--- config.mk ---
export PLATFORM = sky130hd
export DESIGN_NAME = serial_add_ctrl
export DESIGN_NICKNAME = d
export VERILOG_FILES = /design/src/rtl/serial_add_pkg.sv /design/src/rtl/fa.sv /design/src/rtl/serial_add_ctrl.sv
export SDC_FILE = /design/constraint.sdc
export NUM_CORES = 1
export LEC_CHECK = 0
export CAP_MARGIN = 20
export CORE_MARGIN = 2
export CORE_UTILIZATION = 40
export CTS_BUF_LIST = sky130_fd_sc_hd__clkbuf_4
export CTS_CLUSTER_SIZE = 30
export DETAILED_ROUTE_END_ITERATION = 10
export PLACE_DENSITY = 0.75
export REMOVE_ABC_BUFFERS = 1
export SLEW_MARGIN = 5
export SYNTH_ARGS = -nofsm -noshare
export SYNTH_HDL_FRONTEND = slang
export SYNTH_SLANG_ARGS = --single-unit
--- constraint.sdc ---
create_clock -name clk -period 2 [get_ports clk]
set_input_delay 0.3 -clock clk [delete_from_list [all_inputs] [get_ports clk]]
set_output_delay 0.3 -clock clk [all_outputs]
set_load 0.05 [all_outputs]
--- src/rtl/serial_add_pkg.sv ---
// rtl/serial_add_pkg.sv - shared state encoding and defaults for the bit-serial adder
package serial_add_pkg;

  localparam int DEFAULT_WIDTH = 8;

  localparam logic [1:0] ST_IDLE = 2'd0;
  localparam logic [1:0] ST_RUN  = 2'd1;
  localparam logic [1:0] ST_DONE = 2'd2;

  typedef enum logic [1:0] {
    S_IDLE = ST_IDLE,
    S_RUN  = ST_RUN,
    S_DONE = ST_DONE
  } state_t;

endpackage

--- src/rtl/fa.sv ---
// rtl/fa.sv - single-bit full adder cell
module fa (
  input  logic a,
  input  logic b,
  input  logic cin,
  output logic sum,
  output logic carry
);

  // Purely combinational sum and carry of three input bits.
  assign sum   = a ^ b ^ cin;
  assign carry = (a & b) | (cin & (a ^ b));

endmodule

--- src/rtl/serial_add_ctrl.sv ---
// rtl/serial_add_ctrl.sv - bit-serial adder controller time-sharing one fa cell
module serial_add_ctrl
  import serial_add_pkg::*;
#(
  parameter int WIDTH = DEFAULT_WIDTH
) (
  input  logic             clk,
  input  logic             rst_n,
  input  logic             start,
  input  logic [WIDTH-1:0] a_in,
  input  logic [WIDTH-1:0] b_in,
  input  logic             cin_in,
  output logic             busy,
  output logic             done,
  output logic [WIDTH-1:0] sum_out,
  output logic             cout_out
);

  // Counter only has to reach WIDTH-1, so $clog2(WIDTH) bits suffice.
  localparam int            CW   = (WIDTH > 1) ? $clog2(WIDTH) : 1;
  localparam logic [CW-1:0] LAST = CW'(WIDTH - 1);

  state_t           state;
  state_t           state_nxt;
  logic [WIDTH-1:0] a_sr;
  logic [WIDTH-1:0] b_sr;
  logic [WIDTH-1:0] s_sr;
  logic             carry;
  logic [CW-1:0]    cnt;
  logic             fa_sum;
  logic             fa_carry;
  logic             accept;
  logic             last_bit;

  // The single adder cell always sees the current LSBs and the stored carry.
  fa u_fa (
    .a     (a_sr[0]),
    .b     (b_sr[0]),
    .cin   (carry),
    .sum   (fa_sum),
    .carry (fa_carry)
  );

  // A new operation is taken only when not running; start during RUN is dropped.
  assign accept   = start && ((state == S_IDLE) || (state == S_DONE));
  assign last_bit = (state == S_RUN) && (cnt == LAST);

  // Handshake outputs decode the state register only.
  assign busy = (state == S_RUN);
  assign done = (state == S_DONE);

  // Next-state decode.
  always_comb begin
    state_nxt = state;
    case (state)
      S_IDLE: if (start) state_nxt = S_RUN;
      S_RUN:  if (cnt == LAST) state_nxt = S_DONE;
      S_DONE: state_nxt = start ? S_RUN : S_IDLE;
      default: state_nxt = S_IDLE;
    endcase
  end

  // State register.
  always_ff @(posedge clk or negedge rst_n) begin
    if (!rst_n) begin
      state <= S_IDLE;
    end else begin
      state <= state_nxt;
    end
  end

  // Operand load, per-bit shift/carry update and result capture on the last bit.
  always_ff @(posedge clk or negedge rst_n) begin
    if (!rst_n) begin
      a_sr     <= '0;
      b_sr     <= '0;
      s_sr     <= '0;
      carry    <= 1'b0;
      cnt      <= '0;
      sum_out  <= '0;
      cout_out <= 1'b0;
    end else if (accept) begin
      a_sr  <= a_in;
      b_sr  <= b_in;
      carry <= cin_in;
      cnt   <= '0;
    end else if (state == S_RUN) begin
      s_sr  <= {fa_sum, s_sr[WIDTH-1:1]};
      a_sr  <= {1'b0, a_sr[WIDTH-1:1]};
      b_sr  <= {1'b0, b_sr[WIDTH-1:1]};
      carry <= fa_carry;
      cnt   <= cnt + 1'b1;
      if (last_bit) begin
        sum_out  <= {fa_sum, s_sr[WIDTH-1:1]};
        cout_out <= fa_carry;
      end
    end
  end

endmodule

== Word level (Yosys, flattened, before mapping) ==
Index checks and enable logic that the tools add are counted.
Cells by class
  equality and inequality tests: 5
  reductions and logical operators: 8
  $add $sub $neg: 1
  muxes and demuxes: 12
  order comparisons: 0
  shifts and indexed selects: 0
  divide/modulo/power cells: 0
  bitwise logic cells: 6
  $mul: 0
Operators by type and width (number)
  two-way mux 8 bit: 4
  two-way mux 3 bit: 2
  one-hot mux 2 bit (3 select lines): 1
  two-way mux 2 bit: 2
  AND reduction 2 bit: 2
  adder 3 x 1 -> 3 bit (second input constant): 1
  == test 3 bit (second input constant): 1
  two-way mux 1 bit: 3
  AND reduction 3 bit: 1
  bitwise AND 1 bit: 2
  == test 2 x 1 -> 1 bit (second input constant): 1
  == test 2 bit (second input constant): 1
  logical AND 1 bit: 2
  logical NOT 2 bit: 1
  != test 2 x 1 -> 1 bit (second input constant): 1
  != test 2 bit (second input constant): 1
  nonzero test 2 bit: 1
  bitwise XOR 1 bit: 2
  logical OR 1 bit: 1
  inverter 1 bit: 1
  OR 1 bit: 1
Word-level totals
  register bits after elaboration: 39
  memories: 0
  input bits: 20
  memory bits (writable): 0
  bits in latches: 0
  word-level logic and storage cells: 40
  memory bits (read-only): 0
  output and inout bits: 11

== Depth between registers and ports, before layout ==
Gate-level depths: netlist (run 1).
  depth in word-level cells: 5
  gate-level depth with buffers: 7
  gate-level depth less buffers: 4

== By module ==
A second synthesis (run 1) with hierarchy kept.
Second synthesis, totals
  cell total of the unflattened synthesis: 132
  area total of the unflattened synthesis: 1900.6 µm²
By module, submodules not included
  serial_add_ctrl: sequential area each 950.9 µm², area an instance 1880.6 µm², cells an instance 131, times used 1
  fa: sequential area each 0.0 µm², area an instance 20.0 µm², cells an instance 1, times used 1

== Least setup slack after synthesis (run 1) ==
OpenSTA, ideal clock, no wires.
  kind: register -> output
  start point: register state[0]
  end point: output port done
  setup slack: 490 ps
  arrival time: 1210 ps
  required time: 1700 ps
  buffers on the path: 1
  stages on the path, launching flop included: 3
  cell sequence: dfrtp_1 -> buf_2 -> nor2b_1
On the way
  cells in the longest elaborated chain, start to end: 1
RTL lines
  start: declaration: line serial_add_ctrl.sv:23  | state_t state;
  start signal: assignment: line serial_add_ctrl.sv:68  | state <= state_nxt;
  == test 2 bit: line serial_add_ctrl.sv:50  | assign done = (state == S_DONE);
  end: declaration: line serial_add_ctrl.sv:14  | output logic done,
Every way passes these cells.

== Worst setup path in the final report (run 1) ==
  start point: register sum_out[2]
  end point: output port sum_out[2]
RTL lines
  start: declaration: line serial_add_ctrl.sv:15  | output logic [WIDTH-1:0] sum_out,
  start signal: assignment: line serial_add_ctrl.sv:94  | sum_out <= {fa_sum, s_sr[WIDTH-1:1]};
No word-level cell between the ends.

==> results of run 1 <==
[power groups by stage]
stage	registers (uW)	clock network [uW]	logic [uW]
final	1380	519	1640
after global routing	1430	575	1800
after global placement	1370	0	1590
after floorplan	1660	0	823
after CTS	1380	533	1660
after detailed placement	1400	0	1650
[stage by stage]
stage	setup slack, ps	cell area [sq um]	hold WS [ps]	util	cells
final	194	2110	32.5	0.524	235
after global placement	383	2030	430	0.505	227
after global routing	114	2110	81.9	0.524	235
after detailed placement	351	2030	455	0.505	227
after CTS	168	2110	62.0	0.524	235
after floorplan	225	1620	4.41	-	141
[cell type report]
class	count	area, sq um
flip-flops and latches	38	951
repair buffers	36	348
fillers	356	1920
multi-input cells	101	666
inverters	2	7.51
clock buffers	5	37.5
well taps	50	62.6
clock inverters	3	40.0
[final timing paths]
kind / start / end
setup / recovery: sum_out[2] / sum_out[2]
hold / removal: rst_n / cout_out
setup reg to reg: cnt[0] / cnt[2]
hold reg to reg: s_sr[1] / s_sr[1]
max in group asynchronous: rst_n / sum_out[4]
min in group clk: s_sr[1] / s_sr[1]
[per-layer routing]
layer  GRT usage  vias up  routed length, um
li1            -      586                  -
met1       0.191      594               1460
met2       0.237       33               1600
met3      0.0468        5                151
met4      0.0610        0                 55
met5           0        -                  0
[layout by cell type, fill, tap and decap left out, types with 5 or more instances in the layout]
cell type and count:
clkdlybuf4s50_1 27, dfrtp_1 38, buf_4 7, o22ai_1 9
nor2_1 11, mux2i_1 6, clkbuf_4 5, nand2_1 22
a21oi_1 5, nor3_1 7, mux2_2 11, nor2b_1 7
a211oi_1 5
[logic make-up after synthesis]
kind of cell               synth area share
AOI/OAI and AO/OA                    0.0992
adders and majority gates            0.0266
buffers and inverters                0.0437
DFF                                   0.563
muxes                                 0.109
and+or+nand+nor                       0.159
[state kept, by name, summed over array words and instances, names as in the netlist]
name and flops:
s_sr 7, cnt 3, b_sr 8, sum_out 8
cout_out 1, a_sr 8, state 2, carry 1
[synthesized netlist by cell type]
cell type,number,share of area
a211oi_1,5,0.022
a21oi_1,5,0.015
a22o_1,3,0.016
a22oi_1,1,0.0044
buf_2,5,0.015
buf_6,3,0.020
clkbuf_1,2,0.0044
dfrtp_1,38,0.56
fa_1,1,0.012
ha_1,2,0.015
inv_1,1,0.0022
inv_2,1,0.0022
mux2_2,11,0.073
mux2i_1,6,0.036
nand2_1,22,0.049
nand2_4,1,0.0067
nand2b_1,1,0.0037
nand2b_4,1,0.0081
nand3_1,3,0.0089
nor2_1,11,0.024
nor2b_1,7,0.026
nor3_1,7,0.021
nor3_2,2,0.012
o21ai_0,3,0.0089
o22ai_1,9,0.033
==> results.tsv, run 1 <==
metric	value	unit
status	complete, no violations	
first-pass GRT wire length	5.70	mm
Slowest-stage cell, CP	clkdlybuf4s50_1	
crit-path cells	clkdlybuf4s50_1	
Final setup viols	0	
achievable frequency	0.554	GHz
pin count of the biggest net entering global routing	39	
Yosys reg bits	38	
WP depth	1	
Comb pwr share	0.465	
Core Rows	23	
Synth Instances	151	
Least-Margin Pin Slew	830	ps
LEAKAGE	0.000934	uW
switch share	0.405	
Die Ht	69.0	um
crit end category	primary output	
fraction of layout cells with a size suffix above 1	0.178	
gr ovfl total	0	
Initial Util	0.420	
CP max FO	2	
TritonCTS clock tree	yes	
Resized Gates After CTS	0	
Slew Limit Fails	0	
YS warnings	0	
NumNets Final	207	
switching power	1430	uW
Worst Hold Class	primary input to async pin	
Seq pwr share	0.389	
Worst R2R Setup Slack	530	ps
Root Buffer	clkbuf_4	
cell area after synthesis	1690	sq um
Layout Skew	11.1	ps
Cell Pwr Density	1670	nW/um^2
CP Buf/Inv Count	1	
RePlAce Congestion	0.677	
diodes inserted	0	
CTS clk-pin slew, worst paths	120	ps
CTS Buffer Depth	2	
antenna violations before repair	0	
chip width	69.0	um
Routed WL	3.27	mm
WL per Instance	13.9	um
drt via density	5.18	
number of global-route vias before repair	1236	
min Tclk post-route	1810	ps
MaxCap Viol Count	0	
final hold violation count	0	
Worst-Skew Late Latency	350	ps
H-tree levels	2	
TritonCTS Buffers	5	
CP startpoint kind	flop	
I/O pins	31	
Crit Path Category	flop to primary output	
clock sink count	38	
Final Cycle Share	0.903	
number of distinct library cells after synthesis	25	
antenna viol nets, final	0	
VDD IR max	0.530	mV
post-CTS setup buffer count	0	
internal power	2100	uW
RSZ-0062 raised after global routing	no	
Critical Path RT	1700	ps
Top delay family on crit path	buffers and inverters	
post-synthesis average cell area	11.2	sq um
Worst Reg-to-Reg Cells	4	
Arr. time, crit path	1510	ps
Slew headroom	0.446	
initial DRC count	76	
Pre-antenna DRT Iters	5	
input/output buffers	30	
Vias	1218	
cts hold-fix bufs	0	
Total Power	3540	uW
setup_tns	0	ps
core area	4030	sq um
GRT Total Usage	0.150	
Critical Path Max Stage Delay	800	ps
Clock Power Share	0.147	
area grow syn2layout	24.9	%
DPL Wire Length	2.31	mm
DRC errors left	0	
sequential share of the synthesized area	0.563	
Die ar.	4760	sq um
Note: power is estimated with default switching activity, not from simulation.
==> run 2, diff against run 1 <==
Settings changed: CTS_BUF_LIST sky130_fd_sc_hd__clkbuf_4 to sky130_fd_sc_hd__clkbuf_8 sky130_fd_sc_hd__clkbuf_16.
==> results.tsv, run 2 (synthesis results as in run 1) <==
metric	value	unit
Comb pwr share	0.449	
Final Cycle Share	0.865	
CTS Buffer Depth	2	
crit-path cells	clkdlybuf4s50_1	
MaxCap Viol Count	0	
pin count of the biggest net entering global routing	39	
Final setup viols	0	
switching power	1440	uW
switch share	0.394	
NumNets Final	207	
post-CTS setup buffer count	0	
Routed WL	3.24	mm
gr ovfl total	0	
fraction of layout cells with a size suffix above 1	0.178	
Root Buffer	clkbuf_8	
Top delay family on crit path	buffers and inverters	
VDD IR max	0.456	mV
first-pass GRT wire length	5.66	mm
Slew headroom	0.451	
Slew Limit Fails	0	
initial DRC count	92	
Die Ht	69.0	um
Critical Path Max Stage Delay	800	ps
GRT Total Usage	0.148	
LEAKAGE	0.000947	uW
chip width	69.0	um
TritonCTS Buffers	5	
Crit Path Category	flop to primary output	
input/output buffers	30	
Inst Count DP	227	
diodes inserted	0	
Least-Margin Pin Slew	824	ps
core area	4030	sq um
min Tclk post-route	1730	ps
non-filler instance count after layout	235	
Layout Skew	6.99	ps
Slowest-stage cell, CP	clkdlybuf4s50_1	
Pre-antenna DRT Iters	4	
CP Buf/Inv Count	1	
final worst setup slack	269	ps
internal power	2210	uW
Seq pwr share	0.377	
Arr. time, crit path	1430	ps
WL per Instance	13.8	um
area grow syn2layout	26.8	%
final hold violation count	0	
max layer used	met4	
RePlAce Congestion	0.677	
Vias	1220	
largest registers	a_sr (8), b_sr (8), sum_out (8)	
Worst-Skew Late Latency	290	ps
Die ar.	4760	sq um
DPL Wire Length	2.31	mm
achievable frequency	0.578	GHz
H-tree levels	2	
crit end category	primary output	
clock sink count	38	
fillers	352	
TritonCTS clock tree	yes	
status	complete, no violations	
CTS clk-pin slew, worst paths	80	ps
Cell Pwr Density	1710	nW/um^2
worst slack at placement	351	ps
antenna viol nets, final	0	
Seq. cell area	951	sq um
setup_tns	0	ps
number of global-route vias before repair	1227	
cts hold-fix bufs	0	
WL met2	1.61	mm
wire length on met1	1.44	mm
DRC errors left	0	
Worst Hold Class	primary input to async pin	
I/O pins	31	
multi-input logic area	666	sq um
hold_ws	108	ps
RSZ-0062 raised after global routing	no	
Resized Gates After CTS	0	
commonest non-fill, non-tap cell in the layout	dfrtp_1	
Initial Util	0.420	
most frequent cells in the layout	dfrtp_1 (38), clkdlybuf4s50_1 (27), nand2_1 (22)	
met3 wire length	127	um
antenna violations before repair	0	
CP startpoint kind	flop	
CP max FO	2	
Core Rows	23	
Clock Power Share	0.174	
Critical Path RT	1700	ps
drt via density	5.19	
-- run 2: changes by cell type in the layout (fill, tap and decap cells not counted) --
cell	change
clkbuf_4	-5
clkbuf_8	+5
-- run 2: worst paths after layout --
kind,startpoint,end,slack (ps),cells after the start
max in group asynchronous,rst_n,sum_out[4],1380,1
min,rst_n,sum_out[6],110,1
min reg2reg,s_sr[1],s_sr[1],490,2
max,sum_out[2],sum_out[2],270,1
max reg2reg,cnt[0],cnt[2],530,4
min in group clk,s_sr[1],s_sr[1],490,2
-- run 2: final cells by class --
class / instances / share of cell area
clock buffer: 5 / 0.0321
clock inverter: 3 / 0.0187
inverter: 2 / 0.00350
multi-input combinational: 101 / 0.311
sequential: 38 / 0.444
tap: 50 / 0.0292
timing repair buffer: 36 / 0.162
-- run 2: through the flow --
stage	total power [uW]	util	instance area, sq um
floorplan	2480	-	1620
global placement	2960	0.505	2030
detailed placement	3050	0.505	2030
CTS	3690	0.532	2140
global route	3920	0.532	2140
finish	3650	0.532	2140
-- run 2: layer usage --
metal | global-route usage | vias up
li1 | - | 587
met1 | 0.190 | 599
met2 | 0.237 | 29
met3 | 0.0380 | 5
met4 | 0.0610 | 0
met5 | 0 | -
-- run 2: power groups by stage --
| stage | Clock, uW | Sequential [uW] | Combinational, uW |
|---|---|---|---|
| after floorplan | 0 | 1660 | 823 |
| after global placement | 0 | 1370 | 1590 |
| after detailed placement | 0 | 1400 | 1650 |
| after CTS | 653 | 1380 | 1660 |
| after global routing | 689 | 1430 | 1800 |
| final | 635 | 1380 | 1640 |
==> run 3, diff against run 2 <==
Settings changed: ABC_AREA set to 1, CORE_ASPECT_RATIO set to 2.
==> results.tsv, run 3 <==
metric	value	unit
CP max FO	2	
Inst Count DP	296	
sequential share of the synthesized area	0.550	
cell taking the most area after synthesis	dfrtp_1	
DPL Wire Length	2.50	mm
Final Cycle Share	0.866	
Adder-Cell Fraction of Synth Area	0.0261	
post-synthesis compound-gate area fraction	0.0261	
R2R Path End	sum_out[2]	
post-CTS setup buffer count	0	
YS warnings	0	
Pre-antenna DRT Iters	4	
antenna violations before repair	0	
Critical Path RT	1700	ps
Vias	1431	
cell area after synthesis	1730	sq um
most frequent cell after synthesis	nand2_1	
GRT Total Usage	0.169	
Root Buffer	clkbuf_8	
chip width	50.5	um
pin count of the biggest net entering global routing	28	
Critical Path End	sum_out[7]	
LEAKAGE	0.00114	uW
commonest non-fill, non-tap cell in the layout	nand2_1	
WL per Instance	11.3	um
number of global-route vias before repair	1427	
Setup crit start	sum_out[7]	
CTS clk-pin slew, worst paths	70	ps
Synth top cells by count	nand2_1 (85), dfrtp_1 (38), nand3_1 (27)	
CP Buf/Inv Count	1	
CTS Buffer Depth	2	
drt via density	4.72	
post-synthesis average cell area	8.07	sq um
Least-Margin Pin Slew	493	ps
Resized Gates After CTS	0	
cts hold-fix bufs	0	
Worst-Skew Late Latency	290	ps
final worst setup slack	268	ps
area grow syn2layout	27.9	%
Initial Util	0.418	
worst slack at placement	466	ps
non-filler instance count after layout	303	
CP startpoint kind	flop	
TritonCTS clock tree	yes	
fraction of layout cells with a size suffix above 1	0.0916	
XOR/XNOR Fraction of Synth Area	0	
Post-synth EDFFs	0	
TritonCTS Buffers	5	
number of distinct library cells after synthesis	15	
diodes inserted	0	
Slowest-stage cell, CP	clkdlybuf4s50_1	
fillers	410	
Layout Skew	6.33	ps
most frequent cells in the layout	nand2_1 (85), dfrtp_1 (38), clkdlybuf4s50_1 (28)	
I/O pins	31	
Slew Limit Fails	0	
antenna viol nets, final	0	
crit end category	primary output	
gr ovfl total	0	
Crit Path Category	flop to primary output	
VDD IR max	0.735	mV
Yosys reg bits	38	
most common flop cell mapped by yosys	dfrtp_1	
status	complete, no violations	
Core Rows	33	
Slew headroom	0.670	
largest registers	a_sr (8), b_sr (8), sum_out (8)	
multiplexer area fraction after synthesis	0	
min Tclk post-route	1730	ps
Critical Path Max Stage Delay	800	ps
RePlAce Congestion	0.780	
clock sink count	38	
Util after Layout	0.535	
crit-path cells	clkdlybuf4s50_1	
ranking of synthesized cells by area	dfrtp_1 (55%), nand2_1 (18%), nand3_1 (7.8%)	
first-pass GRT wire length	6.35	mm
RSZ-0062 raised after global routing	no	
fraction of registers with async set/reset	1.00	
Cell Pwr Density	1610	nW/um^2
DRC errors left	0	
Final setup viols	0	
Die ar.	4890	sq um
MaxCap Viol Count	0	
Arr. time, crit path	1430	ps
Top delay family on crit path	buffers and inverters	
Worst Reg-to-Reg Cells	5	
Worst Hold Class	primary input to async pin	
achievable frequency	0.577	GHz
Synth Instances	214	
Die Ht	97.0	um
input/output buffers	30	
main combinational cell family by area after synthesis	simple AND/OR/NAND/NOR gates	
NumNets Final	274	
WP depth	1	
core area	4130	sq um
Synth Area in Simple Gates	0.332	
Routed WL	3.42	mm
initial DRC count	51	
post-synth top area share	0.550	
final hold violation count	0	
H-tree levels	2	
Worst R2R Setup Slack	520	ps
Worst R2R Start	state[0]	
run 3: cell types whose count changed after synthesis, moves of 5 or more:
cell,previous run,this run
nand2_1,22,85
nand3_1,3,27
inv_1,1,17
mux2_2,11,0
o22ai_1,9,0
nor2b_1,7,0
nor3_1,7,0
mux2i_1,6,0
nand3b_1,0,6
a211oi_1,5,0
o21ai_0,3,8
run 3: metrics by stage:
stage                     total power (uW)  cell area (sq um)  setup TNS, ps  hold WS (ps)
after detailed placement              3110               2130              0           457
after CTS                             3610               2210              0           398
final                                 3560               2210              0           390
after global routing                  3910               2210              0           424
after global placement                3050               2130              0           451
after floorplan                       2480               1680           -750          4.41
run 3: cells by family after synthesis:
family	Yosys count
compound gates	9
fa+ha+maj	3
buf+inv	28
flops	38
simple gates	136
run 3: final cells by class:
class	count	area [sq um]	share of cell area
Tap cell	52	65.1	0.0294
Multi-Input combinational cell	148	664	0.301
Timing Repair Buffer	40	383	0.173
Sequential cell	38	951	0.430
Clock buffer	5	68.8	0.0311
Inverter	18	67.6	0.0306
Clock inverter	2	10.0	0.00453
run 3: routing by layer:
metal,GRT usage,wire length (um),vias to the layer above
li1,-,-,736
met1,0.191,1330,658
met2,0.287,1910,33
met3,0.0478,121,4
met4,0.0769,56,0
met5,0,0,-
run 3: how the worst min path moves through the flow:
stage | end | slack, ps | cells past startpoint
detailed placement | sum_out[1] | 460 | 2
CTS | b_sr[1] | 400 | 2
global route | b_sr[3] | 420 | 2
finish | b_sr[6] | 390 | 2
floorplan | a_sr[0] | 4 | 0
global placement | sum_out[6] | 450 | 2
run 3: power breakdown:
| group | total (uW) | switching [uW] | internal (uW) |
|---|---|---|---|
| sequential | 1330 | 194 | 1130 |
| clock | 486 | 252 | 234 |
| combinational | 1750 | 1090 | 660 |
| total | 3560 | 1540 | 2020 |
